`src/rtl/fft_pkg.sv`:
```
`default_nettype none
// ============================================================================
//  Module      : fft_pkg
//  Description : Shared types and default sizes for the 8-point FFT datapath.
//  Revision    : 1.0 - initial release
// ============================================================================
package fft_pkg;

    // Default frame size (log2) and complex sample width
    localparam int c_fft_n     = 3;
    localparam int c_sample_w  = 32;
    localparam int c_frame_len = 2 ** c_fft_n;

    // Complex sample: real part in the upper half, imaginary in the lower half
    typedef struct packed {
        logic [c_sample_w/2-1:0] re;
        logic [c_sample_w/2-1:0] im;
    } sample_t;

    // A whole frame in natural order, entry k is the k-th sample
    typedef sample_t [c_frame_len-1:0] frame_t;

    // Framer control states
    typedef enum logic [1:0] {
        IDLE    = 2'd0,
        COLLECT = 2'd1,
        HOLD    = 2'd2
    } framer_state_t;

endpackage
`default_nettype wire

```
`src/rtl/fft_input_framer.sv`:
```
`default_nettype none
// ============================================================================
//  Module      : fft_input_framer
//  Description : Packs streamed complex samples into a 2**N-word frame,
//                holds the frame until the consumer takes it and flags
//                frames whose s_last marker disagrees with the frame length.
//  Revision    : 1.0 - initial release
// ============================================================================
module fft_input_framer
    import fft_pkg::*;
#(
    parameter int N        = c_fft_n,
    parameter int SAMPLE_W = c_sample_w
) (
    input  logic                             clk,
    input  logic                             rst_n,
    input  logic [SAMPLE_W-1:0]              s_data,
    input  logic                             s_valid,
    input  logic                             s_last,
    output logic                             s_ready,
    output logic [2**N-1:0][SAMPLE_W-1:0]    m_frame,
    output logic                             m_valid,
    input  logic                             m_ready,
    output logic                             frame_err
);

    // Index of the final slot in the frame buffer
    localparam logic [N-1:0] c_idx_last = '1;

    framer_state_t                    r_state;
    framer_state_t                    w_state_nxt;
    logic [N-1:0]                     r_idx;
    logic [N-1:0]                     w_idx_nxt;
    logic                             r_s_ready;
    logic                             w_s_ready_nxt;
    logic                             r_m_valid;
    logic                             w_m_valid_nxt;
    logic                             r_frame_err;
    logic                             w_frame_err_nxt;
    logic                             w_wr_en;
    logic [2**N-1:0][SAMPLE_W-1:0]    r_frame;

    // Control registers: state, write index and the registered handshake/error outputs
    always_ff @(posedge clk) begin
        if (!rst_n) begin
            r_state     <= IDLE;
            r_idx       <= '0;
            r_s_ready   <= 1'b0;
            r_m_valid   <= 1'b0;
            r_frame_err <= 1'b0;
        end else begin
            r_state     <= w_state_nxt;
            r_idx       <= w_idx_nxt;
            r_s_ready   <= w_s_ready_nxt;
            r_m_valid   <= w_m_valid_nxt;
            r_frame_err <= w_frame_err_nxt;
        end
    end

    // Next-state logic; error pulse defaults low so it lasts exactly one cycle
    always_comb begin
        w_state_nxt     = r_state;
        w_idx_nxt       = r_idx;
        w_s_ready_nxt   = r_s_ready;
        w_m_valid_nxt   = r_m_valid;
        w_frame_err_nxt = 1'b0;
        w_wr_en         = 1'b0;
        case (r_state)
            IDLE: begin
                w_state_nxt   = COLLECT;
                w_s_ready_nxt = 1'b1;
            end
            COLLECT: begin
                if (s_valid && r_s_ready) begin
                    w_wr_en = 1'b1;
                    if (r_idx == c_idx_last) begin
                        // Frame full: emit it even if the source did not mark the end
                        w_idx_nxt       = '0;
                        w_state_nxt     = HOLD;
                        w_s_ready_nxt   = 1'b0;
                        w_m_valid_nxt   = 1'b1;
                        w_frame_err_nxt = ~s_last;
                    end else if (s_last) begin
                        // Short frame: drop it and restart; stale words stay in the buffer
                        w_idx_nxt       = '0;
                        w_frame_err_nxt = 1'b1;
                    end else begin
                        w_idx_nxt = r_idx + 1'b1;
                    end
                end
            end
            HOLD: begin
                if (r_m_valid && m_ready) begin
                    w_state_nxt   = COLLECT;
                    w_m_valid_nxt = 1'b0;
                    w_s_ready_nxt = 1'b1;
                end
            end
            default: begin
                w_state_nxt   = IDLE;
                w_idx_nxt     = '0;
                w_s_ready_nxt = 1'b0;
                w_m_valid_nxt = 1'b0;
            end
        endcase
    end

    // Frame buffer: written only on an accepted sample, so it is frozen during HOLD
    always_ff @(posedge clk) begin
        if (!rst_n) begin
            r_frame <= '0;
        end else if (w_wr_en) begin
            r_frame[r_idx] <= s_data;
        end
    end

    assign s_ready   = r_s_ready;
    assign m_valid   = r_m_valid;
    assign frame_err = r_frame_err;
    assign m_frame   = r_frame;

endmodule
`default_nettype wire

```
`config.mk`:
```
export PLATFORM = sky130hd
export DESIGN_NAME = fft_input_framer
export DESIGN_NICKNAME = d
export VERILOG_FILES = /design/src/rtl/fft_pkg.sv /design/src/rtl/fft_input_framer.sv
export SDC_FILE = /design/constraint.sdc
export NUM_CORES = 1
export LEC_CHECK = 0
export ABC_AREA = 0
export ABC_CLOCK_PERIOD_IN_PS = 1600
export CAP_MARGIN = 0
export CORE_MARGIN = 2
export CORE_UTILIZATION = 42
export DETAILED_ROUTE_END_ITERATION = 6
export PLACE_DENSITY = 0.76
export SKIP_CTS_REPAIR_TIMING = 1
export SLEW_MARGIN = 10
export SYNTH_ARGS = -nofsm -noshare
export SYNTH_HDL_FRONTEND = slang
export SYNTH_SLANG_ARGS = --single-unit
```
`constraint.sdc`:
```
create_clock -name clk -period 1.6 [get_ports clk]
set_input_delay 0.48 -clock clk [delete_from_list [all_inputs] [get_ports clk]]
set_output_delay 0.48 -clock clk [all_outputs]
set_load 0.03 [all_outputs]
```
==> impl_metrics.toml <==
[timing]
fin_crit_sh = 1.01
setup_ws_ns = -0.0140
finalCriticalPeriod_ns = 1.61
timing.fmax_ghz = 0.620
rsz0062_at_grt = "yes"
worst_slew_pin_slew_ns = 0.399
finalHoldViolCount = 0
drv_slew = 0
setup_viol = 4
clock_skew_ns = 0.00876
relSlewSlack = 0.733

[job]
cap_violations = 0

[die]
start_util = 0.424
die_area_um2 = 23900
coreArea_um2 = 22500
rows = 55
die_w_um = 155
fp.dieH_um = 155
ios = 296

[cts]
insertion_delay_ns = 0.53
clockBufferDepth = 3
h-tree-depth = 1
clockRootBuffer = "clkbuf_16"
cts_tree = "yes"
clock-sinks = 264
clkSlewWorstSetupHoldPaths_ns = 0.06
cts_made_buffers = 28

[critical_path]
end_kind = "output port"
critical_path_arrival_ns = 1.13
worstPathCellList = "buf_6 > buf_12"
crit_buf_inv = 2
worst_setup_path_start_kind = "flop"
cp_data_required_time_ns = 1.12
crit_family = "flip-flops"
cpPeakStageDelay_ns = 0.35
critPathSlowestCell = "dfxtp_4"
worstPathMaxFanout = 4
path_class = "reg -> out"

[synthesis]
ys_types = 26
synth_cells = 909
synth.area.top_cells = "dfxtp_1 (55%), mux2i_1 (27%), nand2_1 (11%), clkbuf_1 (1.4%), buf_2 (0.89%)"
ys.flop_type = "dfxtp_1"
synthArstFlopShare = 0
synth_edf_count = 0
yosysWarnings = 0
syn-cell-area_um2 = 9540
syn_nets = 948
synth_top_area_share = 0.554
synth_area_leader_cell = "dfxtp_1"
synth.avg_cell_area_um2 = 10.5
synth_seq_area_share = 0.554
ys_ff_latch = 264

[finish]
final_common_cell = "nand2_1"
nFillCells = 1959
final_cell_mix = "nand2_1 (292), dfxtp_1 (260), mux2i_1 (255), clkbuf_2 (132), buf_2 (71)"
seq_area_um2 = 5290
fin_nets = 1271
layout-drive-gt1-share = 0.305
antenna_cells = 0
multi_input_area_um2 = 3980
fin_cells = 1538
syn_to_final_growth_pct = 40.9

[global_routing]
grt_pass1_vias = 7674
antenna_found_initial = 0
grt_pass1_wl_um = 42900
track_usage = 0.224
grt_max_degree = 36
overflow = 0

[pwr]
p_leak_nw = 6.39
ir_drop_mv = 0.602
finalPower_mw = 13.9
p_per_area_nw_per_um2 = 1030

[placed_design]
hpwlAfterDp_um = 18800
portBuffers = 295
placedCellCount = 1475
gp_congestion = 0.784

[worst_hold_path]
min_path_type = "in -> reg"

[routing]
initialDrtViolationCount = 334
dr_total_vias = 7689
wl_per_cell_um = 18.8
viasPerCell = 5.00
drt_first_pass_iters = 4
detail-route-antenna-nets = 0
drc = 0
routed_wl_um = 28900

[run_status]
status = "finished, violations left"
violations = "negative setup slack"
-- worst paths after layout --
check,startpoint,cells past startpoint,slack (ns),to
worst max-delay path,s_ready,2,-0.01,s_ready
worst min-delay path,rst_n,3,0.36,m_frame[233]
worst max register to register,r_state[1],5,-0.01,m_frame[205]
worst min register to register,m_frame[179],2,0.45,m_frame[179]
-- sequential cells by signal, summed over array words and instances, names as in the netlist --
register and count:
frame_err 1, m_frame 256, m_valid 1, r_idx 3
r_state 2, s_ready 1
-- layer usage --
| layer | track usage | part of all wire |
|---|---|---|
| met5 | 0 | 0 |
| met4 | 0.0723 | 0.027 |
| met3 | 0.0518 | 0.070 |
| met2 | 0.379 | 0.48 |
| met1 | 0.284 | 0.43 |
-- report_power, final --
part	switching (mW)	total, mW	internal, mW
clock network	2.58	6.59	4.01
registers	0.0202	6.62	6.60
logic	0.396	0.650	0.254
total	3.00	13.9	10.9
-- worst reg2reg max path, cell delays in order, from the launching register on --
cell and delay [ns]:
dfxtp_2 0.33, buf_6 0.11, and4b_2 0.32, and4b_4 0.36, clkbuf_16 0.21, mux2i_1 0.20
-- cells in the mapped netlist, types with 2 or more instances --
cell type,count
nand3_1,3
or4b_1,2
nand2_1,292
buf_2,17
ha_1,2
mux2i_1,256
o21a_1,4
and4b_1,3
nor2_1,2
clkbuf_1,35
a22o_1,2
dfxtp_1,264
buf_6,6
a21boi_0,2
a21oi_1,3
buf_4,6
-- logic make-up after synthesis --
family,synth area share
fa+ha+maj,0.00262
simple gates,0.128
buf+inv,0.0349
mux,0.270
compound gates,0.00957
xor+xnor,0.000918
flops,0.554
-- per-stage QoR --
step	setup WS [ns]	util	hold slack (ns)	instance area (um2)	setup TNS [ns]
6_report	-0.0140	0.597	0.358	13400	-0.0296
5_1_grt	-0.0824	0.597	0.350	13400	-3.15
4_1_cts	-0.495	0.635	0.336	14300	-131.83
3_5_place_dp	-0.805	0.592	0.446	13300	-161.24
3_3_place_gp	-0.790	0.592	0.441	13300	-157.74
2_1_floorplan	0.00194	-	0.520	9550	0
-- cell type report --
| class | instances | share of cell area |
|---|---|---|
| clock buffers | 45 | 0.0644 |
| clock inverters | 6 | 0.00642 |
| inverters | 1 | 0.000279 |
| multi-input cells | 580 | 0.296 |
| flip-flops and latches | 264 | 0.394 |
| well taps | 285 | 0.0265 |
| repair buffers | 357 | 0.213 |
Note: power is estimated with default switching activity, not from simulation.
